File: src/rtl/cnn_pkg.sv
// Shared types and defaults for the conv feature-map datapath.
// Contents:
//   DATA_W_DEF / ADDR_W_DEF : default word and address widths
//   rd_mode_e               : read-back order (raster or 2x2 window)
//   rd_state_e              : read engine sequencer states
package cnn_pkg;

    localparam int DATA_W_DEF = 16;
    localparam int ADDR_W_DEF = 16;

    typedef enum logic {
        RD_RASTER = 1'b0,
        RD_WIN    = 1'b1
    } rd_mode_e;

    typedef enum logic [1:0] {
        IDLE  = 2'd0,
        RUN   = 2'd1,
        DRAIN = 2'd2,
        DONE  = 2'd3
    } rd_state_e;

endpackage

File: src/rtl/rd_skid_buf.sv
// Two-entry valid/ready buffer between the RAM read data and the stream output.
// Ports:
//   clk, rst_n            : clock, synchronous active-low reset
//   in_valid, in_data     : push side (no ready; the producer never pushes into a full buffer)
//   out_valid, out_ready  : pop side handshake
//   out_data              : head entry, held stable until popped
//   occ                   : current occupancy (0..2)
module rd_skid_buf #(
    parameter int W = 18
) (
    input  logic         clk,
    input  logic         rst_n,
    input  logic         in_valid,
    input  logic [W-1:0] in_data,
    output logic         out_valid,
    input  logic         out_ready,
    output logic [W-1:0] out_data,
    output logic [1:0]   occ
);

    logic [W-1:0] ent0;
    logic [W-1:0] ent1;
    logic [1:0]   cnt;
    logic         pop;

    assign pop       = out_valid & out_ready;
    assign out_valid = (cnt != 2'd0);
    assign out_data  = ent0;
    assign occ       = cnt;

    // ent0 is always the head; ent1 only holds data when two entries are queued.
    always_ff @(posedge clk) begin
        if (!rst_n) begin
            ent0 <= '0;
            ent1 <= '0;
            cnt  <= 2'd0;
        end else begin
            case ({in_valid, pop})
                2'b10: begin
                    if (cnt == 2'd0) ent0 <= in_data;
                    else             ent1 <= in_data;
                    cnt <= cnt + 2'd1;
                end
                2'b01: begin
                    ent0 <= ent1;
                    cnt  <= cnt - 2'd1;
                end
                2'b11: begin
                    if (cnt == 2'd2) begin
                        ent0 <= ent1;
                        ent1 <= in_data;
                    end else begin
                        ent0 <= in_data;
                    end
                end
                default: ;
            endcase
        end
    end

endmodule

File: src/rtl/fmap_ram_reader.sv
// Feature-map RAM read engine: walks a ROWS x COLS map from base_addr, issues
// one-cycle-latency reads and streams the words out in raster or 2x2-window order.
// Ports:
//   clk, rst_n                     : clock, synchronous active-low reset
//   start, win_mode, base_addr     : pass launch (sampled in IDLE only)
//   ram_addr, ram_re, ram_q        : RAM read port (data on ram_q the cycle after ram_re)
//   m_valid, m_ready, m_data       : output stream
//   m_last, m_win_last             : final beat / 4th beat of a 2x2 window
//   busy, done                     : pass in progress / one-cycle completion pulse
//
// state | meaning
// IDLE  | waiting for start
// RUN   | issuing reads under the buffer credit limit
// DRAIN | all addresses issued, waiting for the last beat to be accepted
// DONE  | one-cycle done pulse, busy low
module fmap_ram_reader
    import cnn_pkg::*;
#(
    parameter int DATA_W = DATA_W_DEF,
    parameter int ADDR_W = ADDR_W_DEF,
    parameter int ROWS   = 28,
    parameter int COLS   = 28
) (
    input  logic              clk,
    input  logic              rst_n,
    input  logic              start,
    input  logic              win_mode,
    input  logic [ADDR_W-1:0] base_addr,
    output logic [ADDR_W-1:0] ram_addr,
    output logic              ram_re,
    input  logic [DATA_W-1:0] ram_q,
    output logic              m_valid,
    input  logic              m_ready,
    output logic [DATA_W-1:0] m_data,
    output logic              m_last,
    output logic              m_win_last,
    output logic              busy,
    output logic              done
);

    localparam int N_RASTER = ROWS * COLS;
    localparam int N_WIN    = 4 * (ROWS / 2) * (COLS / 2);
    localparam int CNT_W    = $clog2(N_RASTER + 1);
    localparam int WC_W     = ((COLS / 2) > 1) ? $clog2(COLS / 2) : 1;

    localparam logic [CNT_W-1:0]  LAST_RASTER = CNT_W'(N_RASTER - 1);
    localparam logic [CNT_W-1:0]  LAST_WIN    = CNT_W'(N_WIN - 1);
    localparam logic [CNT_W-1:0]  CNT_ONE     = CNT_W'(1);
    localparam logic [WC_W-1:0]   WC_MAX      = WC_W'((COLS / 2) - 1);
    localparam logic [WC_W-1:0]   WC_ONE      = WC_W'(1);
    localparam logic [ADDR_W-1:0] A_ONE       = ADDR_W'(1);
    localparam logic [ADDR_W-1:0] A_TWO       = ADDR_W'(2);
    localparam logic [ADDR_W-1:0] A_COLS      = ADDR_W'(COLS);
    localparam logic [ADDR_W-1:0] A_COLS1     = ADDR_W'(COLS + 1);
    localparam logic [ADDR_W-1:0] A_ROW2      = ADDR_W'(2 * COLS);

    rd_state_e         state;
    rd_state_e         state_nxt;
    rd_mode_e          mode;
    logic [ADDR_W-1:0] addr_q;
    logic [ADDR_W-1:0] row_base;
    logic [ADDR_W-1:0] win_base;
    logic [WC_W-1:0]   wc;
    logic [1:0]        sub;
    logic [CNT_W-1:0]  cnt;
    logic              primed;
    logic              rd_pend;
    logic              rd_last;
    logic              rd_wl;
    logic [1:0]        occ;
    logic              pop;
    logic              credit;
    logic              issue;
    logic              issue_last;
    logic              issue_wl;
    logic [DATA_W+1:0] head;

    assign pop = m_valid & m_ready;

    // Words already owed to the buffer (stored + the one on ram_q) minus the one
    // leaving this cycle must leave room for the read issued now.
    assign credit     = ({1'b0, occ} + {2'b00, rd_pend}) < (3'd2 + {2'b00, pop});
    assign issue_last = (cnt == ((mode == RD_WIN) ? LAST_WIN : LAST_RASTER));
    assign issue_wl   = (mode == RD_WIN) && (sub == 2'd3);

    assign ram_re   = issue;
    assign ram_addr = addr_q;

    always_comb begin
        state_nxt = state;
        issue     = 1'b0;
        busy      = 1'b0;
        done      = 1'b0;
        case (state)
            IDLE: begin
                if (start) state_nxt = RUN;
            end
            RUN: begin
                busy  = 1'b1;
                // First RUN cycle only loads the address walker; reads start after it.
                issue = primed & credit;
                if (issue && issue_last) state_nxt = DRAIN;
            end
            DRAIN: begin
                busy = 1'b1;
                if (pop && m_last) state_nxt = DONE;
            end
            DONE: begin
                done      = 1'b1;
                state_nxt = IDLE;
            end
            default: state_nxt = IDLE;
        endcase
    end

    always_ff @(posedge clk) begin
        if (!rst_n) begin
            state    <= IDLE;
            mode     <= RD_RASTER;
            addr_q   <= '0;
            row_base <= '0;
            win_base <= '0;
            wc       <= '0;
            sub      <= 2'd0;
            cnt      <= '0;
            primed   <= 1'b0;
            rd_pend  <= 1'b0;
            rd_last  <= 1'b0;
            rd_wl    <= 1'b0;
        end else begin
            state   <= state_nxt;
            rd_pend <= issue;
            rd_last <= issue & issue_last;
            rd_wl   <= issue & issue_wl;
            if (state == IDLE && start) begin
                mode     <= rd_mode_e'(win_mode);
                addr_q   <= base_addr;
                row_base <= base_addr;
                win_base <= base_addr;
                wc       <= '0;
                sub      <= 2'd0;
                cnt      <= '0;
                primed   <= 1'b0;
            end else if (state == RUN) begin
                primed <= 1'b1;
                // After the final issue the address is left alone so ram_addr holds.
                if (issue && !issue_last) begin
                    cnt <= cnt + CNT_ONE;
                    if (mode == RD_RASTER) begin
                        addr_q <= addr_q + A_ONE;
                    end else begin
                        sub <= sub + 2'd1;
                        case (sub)
                            2'd0: addr_q <= win_base + A_ONE;
                            2'd1: addr_q <= win_base + A_COLS;
                            2'd2: addr_q <= win_base + A_COLS1;
                            default: begin
                                if (wc == WC_MAX) begin
                                    wc       <= '0;
                                    row_base <= row_base + A_ROW2;
                                    win_base <= row_base + A_ROW2;
                                    addr_q   <= row_base + A_ROW2;
                                end else begin
                                    wc       <= wc + WC_ONE;
                                    win_base <= win_base + A_TWO;
                                    addr_q   <= win_base + A_TWO;
                                end
                            end
                        endcase
                    end
                end
            end
        end
    end

    rd_skid_buf #(.W(DATA_W + 2)) u_buf (
        .clk       (clk),
        .rst_n     (rst_n),
        .in_valid  (rd_pend),
        .in_data   ({ram_q, rd_last, rd_wl}),
        .out_valid (m_valid),
        .out_ready (m_ready),
        .out_data  (head),
        .occ       (occ)
    );

    assign m_data     = head[DATA_W+1:2];
    assign m_last     = head[1];
    assign m_win_last = head[0];

endmodule

File: config.mk
export PLATFORM = sky130hd
export DESIGN_NAME = fmap_ram_reader
export DESIGN_NICKNAME = d
export VERILOG_FILES = /design/src/rtl/cnn_pkg.sv /design/src/rtl/rd_skid_buf.sv /design/src/rtl/fmap_ram_reader.sv
export SDC_FILE = /design/constraint.sdc
export NUM_CORES = 1
export LEC_CHECK = 0
export CORE_AREA = 2 2 119 121
export DETAILED_ROUTE_END_ITERATION = 8
export DIE_AREA = 0 0 121 123
export PLACE_DENSITY_LB_ADDON = 0.3
export SLEW_MARGIN = 40
export SYNTH_ARGS = -nofsm -noshare
export SYNTH_HDL_FRONTEND = slang
export SYNTH_SLANG_ARGS = --single-unit
export TNS_END_PERCENT = 10
File: constraint.sdc
create_clock -name clk -period 2.2 [get_ports clk]
set_clock_uncertainty 0.2 [all_clocks]
set_input_delay 0.55 -clock clk [delete_from_list [all_inputs] [get_ports clk]]
set_output_delay 0.55 -clock clk [all_outputs]
set_load 0.05 [all_outputs]
Word-level counts from Yosys, hierarchy flattened
Cells that the tools add are included.
{"block": "totals", "reg_bits": 109, "latchBits": 0, "ram_bits": 0, "mem_bits_ro": 0, "in_bits": 37, "word_cells": 115, "mem_count": 0}
{"block": "op_classes", "n_addsub": 13, "n_mul": 0, "div_mod_pow": 0, "order_cmp": 1, "n_eq_ne": 19, "n_shift": 0, "n_mux": 32, "bitwise": 6, "n_reduce_logical": 29}
{"operator": "2-to-1 mux 16 bit", "count": 16}
{"operator": "2-to-1 mux 18 bit", "count": 4}
{"operator": "one-hot mux 18 bit (3 select lines)", "count": 1}
{"operator": "one-hot mux 16 bit (3 select lines)", "count": 1}
{"operator": "one-hot mux 18 bit (2 select lines)", "count": 1}
{"operator": "adder 16 x 1 -> 16 bit, second input constant", "count": 2}
{"operator": "adder 16 x 5 -> 16 bit, second input constant", "count": 2}
{"operator": "adder 16 x 2 -> 16 bit, second input constant", "count": 1}
{"operator": "adder 16 x 6 -> 16 bit, second input constant", "count": 1}
{"operator": "== test 2 bit, second input constant", "count": 7}
{"operator": "nonzero test 2 bit", "count": 7}
{"operator": "adder 10 x 1 -> 10 bit, second input constant", "count": 1}
{"operator": "== test 10 bit, second input constant", "count": 1}
{"operator": "AND reduction 3 bit", "count": 3}
{"operator": "inequality test 2 bit, second input constant", "count": 4}
{"operator": "one-hot mux 2 bit (4 select lines)", "count": 1}
{"operator": "AND reduction 4 bit", "count": 2}
{"operator": "== test 2 x 1 -> 1 bit, second input constant", "count": 3}
{"operator": "zero test 2 bit", "count": 3}
{"operator": "2-to-1 mux 2 bit", "count": 3}
{"operator": "inequality test 2 x 1 -> 1 bit, second input constant", "count": 3}
{"operator": "AND reduction 2 bit", "count": 3}
{"operator": "logical AND 1 bit", "count": 5}
{"operator": "AND reduction 5 bit", "count": 1}
{"operator": "16 further kinds", "count": 24}

Depth between registers and ports, before layout
{"block": "logic_depth", "ltp_word": 10, "ltp_mapped": 12, "mapped_depth_nobuf": 9}

By module
From an unflattened synthesis, not the netlist that was laid out.
{"block": "hier_totals", "hier_cells": 940, "hier_area_um2": 7323.3}
{"mod": "fmap_ram_reader", "n_inst": 1, "cells_per_inst": 725, "area_per_inst_um2": 5386.4, "seq_area_each_um2": 1421.4}
{"mod": "rd_skid_buf", "n_inst": 1, "cells_per_inst": 215, "area_per_inst_um2": 1936.9, "seq_area_each_um2": 760.7}

Worst setup path after synthesis
OpenSTA, ideal clock, no wires.
{"block": "synth_timing", "kind": "register to output", "from": "register rd_pend", "to": "output ram_re", "t_arrival_ps": 1698, "t_required_ps": 1450, "setup_slack_ps": -248, "path_stages_with_launch": 6, "n_path_buf": 0, "path_cell_list": "dfxtp_1 -> ha_1 -> ha_1 -> nor2b_1 -> nand2_1 -> nor2_1"}
{"block": "synth_between", "elab_chain_cells": 4}
{"element": "start: declaration", "line": "fmap_ram_reader.sv:67", "text": "logic rd_pend;"}
{"element": "start signal: assignment", "line": "fmap_ram_reader.sv:132", "text": "rd_pend <= issue;"}
{"element": "adder 2 x 1 -> 3 bit", "line": "fmap_ram_reader.sv:82", "text": "assign credit = ({1'b0, occ} + {2'b00, rd_pend}) < (3'd2 + {2'b00, pop});"}
{"element": "< comparator 3 bit", "line": "fmap_ram_reader.sv:82"}
{"element": "AND 1 bit", "line": "fmap_ram_reader.sv:101", "text": "issue = primed & credit;"}
{"element": "2-to-1 mux 1 bit", "line": "fmap_ram_reader.sv:94", "text": "case (state)"}
{"element": "end: declaration", "line": "fmap_ram_reader.sv:30", "text": "output logic ram_re,"}
No other way between the ends.

Worst setup path after layout
{"block": "layout_timing", "from": "register u_buf.cnt[0], in the netlist u_buf.occ[0]", "to": "output ram_re"}
{"block": "layout_between", "elab_chain_cells": 6, "elab_cells_between_ends": 7, "cone_classes": "2 x add/sub; 1 x order compare; 1 x mux; 2 x bitwise; 1 x reduce/logical"}
{"element": "start: declaration", "line": "rd_skid_buf.sv:23", "text": "logic [1:0] cnt;"}
{"element": "start signal: assignment", "line": "rd_skid_buf.sv:42", "text": "cnt <= cnt + 2'd1;"}
{"element": "start signal: assignment", "line": "rd_skid_buf.sv:46", "text": "cnt <= cnt - 2'd1;"}
{"element": "nonzero test 2 bit", "line": "rd_skid_buf.sv:27", "text": "assign out_valid = (cnt != 2'd0);"}
{"element": "AND 1 bit", "line": "fmap_ram_reader.sv:78", "text": "assign pop = m_valid & m_ready;"}
{"element": "adder 2 x 1 -> 3 bit", "line": "fmap_ram_reader.sv:82"}
{"element": "< comparator 3 bit (*)", "line": "fmap_ram_reader.sv:82"}
{"element": "AND 1 bit (*)", "line": "fmap_ram_reader.sv:101"}
{"element": "2-to-1 mux 1 bit (*)", "line": "fmap_ram_reader.sv:94"}
Every way passes the cells marked *; elsewhere a longest branch is shown, timed or not.

==> flow_metrics.env <==
export IMPL_outcome="complete, but fails checks"
export IMPL_violations="setup timing"
export IMPL_viasPerCell=6.13
export IMPL_syn_area_per_cell_sq_um=8.03
export IMPL_worstSetupPathType="reg2out"
export IMPL_dp_cells=1221
export IMPL_nFillCells=962
export IMPL_synth_edff_count=0
export IMPL_layout_min_cycle_time_ps=2410
export IMPL_drive_above_1_share_pct=33.0
export IMPL_ios=75
export IMPL_final_area_sq_um=9990
export IMPL_cts_tree="built"
export IMPL_port_buffers=74
export IMPL_diodes=0
export IMPL_rsz0062_at_grt="yes"
export IMPL_drt_total_wl_mm=23.7
export IMPL_num_vias=7683
export IMPL_cellPowerDensity_nw_per_um2=836
export IMPL_clockBufferDepth=2
export IMPL_crit_chain="ha_4, ha_4, o21a_1, buf_6, nor2_4, buf_12"
export IMPL_yosysUniqueCellTypes=69
export IMPL_switchingPower_mw=3.53
export IMPL_synthFlopType="dfxtp_1"
export IMPL_fin_ws_ps=-213
export IMPL_dr_pass1_iters=9
export IMPL_clockRootBuffer="clkbuf_16"
export IMPL_worst_pin_slew_ps=475
export IMPL_synth_area_sq_um=6920
export IMPL_slew_headroom_pct=68.0
export IMPL_clk_latency_ps=370
export IMPL_numCtsBuffers=9
export IMPL_p_int_mw=4.82
export IMPL_cts_sinks=109
export IMPL_remaining_drc_errors=0
export IMPL_utilization_pct=73.4
export IMPL_p_leak_nw=4.00
export IMPL_cp_start_kind="flip-flop"
export IMPL_wl_per_cell_um=18.9
export IMPL_antenna_found_initial=0
export IMPL_setup_viol=33
export IMPL_drv_slew=0
export IMPL_fp_dieH_um=123
export IMPL_cts_hold_buffers=0
export IMPL_path_common_cell="ha_4"
export IMPL_floorplan_initialDensity_pct=50.8
export IMPL_globalplace_congestion=1.01
export IMPL_drtIter0Drc=903
export IMPL_crit_path_max_incr_delay_ps=360
export IMPL_final_cells=1254
export IMPL_track_usage_pct=30.2
export IMPL_p_comb_share_pct=47.9
export IMPL_ys_warn_count=0
export IMPL_hold_viol_final=0
export IMPL_worst_path_buf_inv=2
export IMPL_worstPathMaxFanout=2
export IMPL_worstPathRequired_ps=1450
export IMPL_hpwl_mm=16.5
export IMPL_areaGrowthSynthToFinish_pct=44.4
export IMPL_syn_instance_count=862
export IMPL_p_seq_share_pct=31.8
export IMPL_clkPwrFrac_pct=20.3
export IMPL_num_rows=43
export IMPL_hold_class="reg2reg"
export IMPL_die_w_um=121
export IMPL_ys_seq_area_share_pct=31.5
export IMPL_core_area_sq_um=13600
export IMPL_syn_nets=922
export IMPL_first_global_vias=7032
export IMPL_max_freq_mhz=414
export IMPL_cp_arrival_ps=1660
export IMPL_dpl_instance_area_sq_um=8950
export IMPL_cp_top_family="adder cells"
export IMPL_clk_pin_slew_ps=80
export IMPL_nets=1129
export IMPL_cp_end_kind="output port"
export IMPL_synth_seq_cells=109
export IMPL_htree_levels=3
export IMPL_overflow=0
export IMPL_p_sw_share_pct=42.3
export IMPL_postRouteAntennaNets=0
export IMPL_cap_violations=0
export IMPL_vdd_drop_max_uv=657
export IMPL_synthArstFlopShare_pct=0
export IMPL_whs_ps=270
export IMPL_slowest_stage="dfxtp_4"
export IMPL_die_area_sq_um=14900
export IMPL_finalCritPeriodShare_pct=110
export IMPL_grt_pass1_wl_mm=35.5
export IMPL_grt_start_max_net_pins=49
## final cells by class
| cell class | count | area, sq um | share of cell area, % |
|---|---|---|---|
| multi-input cells | 664 | 4920 | 49.2 |
| repair buffers | 261 | 2240 | 22.4 |
| flip-flops and latches | 109 | 2200 | 22.1 |
| clock buffers | 9 | 225 | 2.25 |
| well taps | 180 | 225 | 2.25 |
| inverters | 24 | 92.6 | 0.927 |
| clock inverters | 7 | 85.1 | 0.851 |
## logic make-up (layout without fill, tap and decap cells)
family	count (synthesis)	after routing	share of synthesized area (%)
AO/OA/AOI/OAI	242	242	24.0
XOR/XNOR	66	66	8.35
adder cells (fa/ha/maj)	23	23	4.16
buffers and inverters	89	301	5.30
flip-flops	109	109	31.5
multiplexers	30	30	4.36
AND/OR/NAND/NOR	303	303	22.3
## what timing repair did
action                     CTS  global route
setup endpoints to repair   82            84
pin swaps                   21            43
gates cloned                 0             1
gates resized for setup     55            79
buffers inserted            10             7
## synth_stat cells (5+ instances only)
library cell    n  area (sq um)
inv_1          24          90.1
a31oi_1        13          81.3
nor2_1         56           210
nand2_1        84           315
a211oi_1       12          90.1
o221ai_1        7          61.3
a21boi_0        7          52.6
nor4_1         14          87.6
nand3_1        35           175
nor3_1         21           105
nor2b_1        26           163
mux2i_1        29           290
xnor2_1        36           315
nand4_1        17           106
a22oi_1        20           150
xor2_1         30           263
o22ai_1         5          31.3
a221oi_1        5          43.8
o211a_1        20           200
buf_2          20           100
dfxtp_1       109          2180
or3_1           6          37.5
nand2b_1        8          50.1
ha_1           23           288
o21ai_1         8          40.0
clkbuf_1       44           165
a21oi_1        47           235
and3_1          7          43.8
o211ai_1        9          67.6
o21ai_0        45           225
## metrics by stage
stage / worst slack [ps] / setup TNS [ps] / power (mW)
global route: -257 / -6160 / 8.69
CTS: -225 / -1620 / 8.12
floorplan: -26.7 / -133 / 4.78
global placement: -599 / -44860 / 6.26
finish: -213 / -2470 / 8.36
detailed placement: -660 / -46800 / 6.32
## placed cells by master (no fill, tap or decap), drive strengths merged, types with 7 or more instances in the layout
cell type	instances
a21oi	47
o21ai	53
mux2i	29
buf	225
nand4	17
dfxtp	109
nand2	84
inv	28
nand2b	8
o221ai	7
o211ai	9
and3	7
a31oi	13
nor2b	26
a211oi	14
xnor2	36
nand3	35
a21boi	10
xor2	30
clkdlybuf4s50	34
ha	23
nor2	56
a22oi	20
clkbuf	10
nor3	22
nor4	15
o211a	20
## worst paths after layout
| kind | start | endpoint | slack (ps) | depth (start not counted) |
|---|---|---|---|---|
| hold reg to reg | row_base[1] | row_base[1] | 270 | 2 |
| setup / recovery | u_buf.occ[0] | ram_re | -210 | 6 |
| hold / removal | row_base[1] | row_base[1] | 270 | 2 |
| setup reg to reg | sub[0] | ram_addr[8] | -190 | 10 |
## worst min-delay path: cells and delay by family (launching register included)
family	cells	cell delay, ps
flops	1	320
compound gates	1	60
simple gates	1	50
## layer usage
| metal | track usage [%] | share of wire [%] | wire length [um] | vias up |
|---|---|---|---|---|
| met1 | 39.8 | 43 | 10100 | 3628 |
| met2 | 48.3 | 45 | 10800 | 388 |
| met5 | 0 | 0 | 0 | - |
| li1 | - | - | - | 3566 |
| met4 | 13.3 | 4.3 | 1020 | 0 |
| met3 | 5.44 | 7.6 | 1820 | 101 |
## power groups by stage
stage | Sequential [mW] | Combinational [mW] | Clock (mW)
4_1_cts | 2.62 | 3.79 | 1.71
3_3_place_gp | 2.65 | 3.61 | 0
2_1_floorplan | 3.09 | 1.68 | 0
3_5_place_dp | 2.66 | 3.66 | 0
6_report | 2.66 | 4.00 | 1.70
5_1_grt | 2.69 | 4.23 | 1.78
## flip-flops by register name, summed over array words and instances, names as in the netlist, 2 cells and up
| signal | cells |
|---|---|
| cnt | 10 |
| ram_addr | 16 |
| row_base | 16 |
| state | 2 |
| sub | 2 |
| u_buf.ent1 | 18 |
| u_buf.occ | 2 |
| u_buf.out_data | 18 |
| wc | 4 |
| win_base | 16 |
Power figures use the tool's default switching activity.
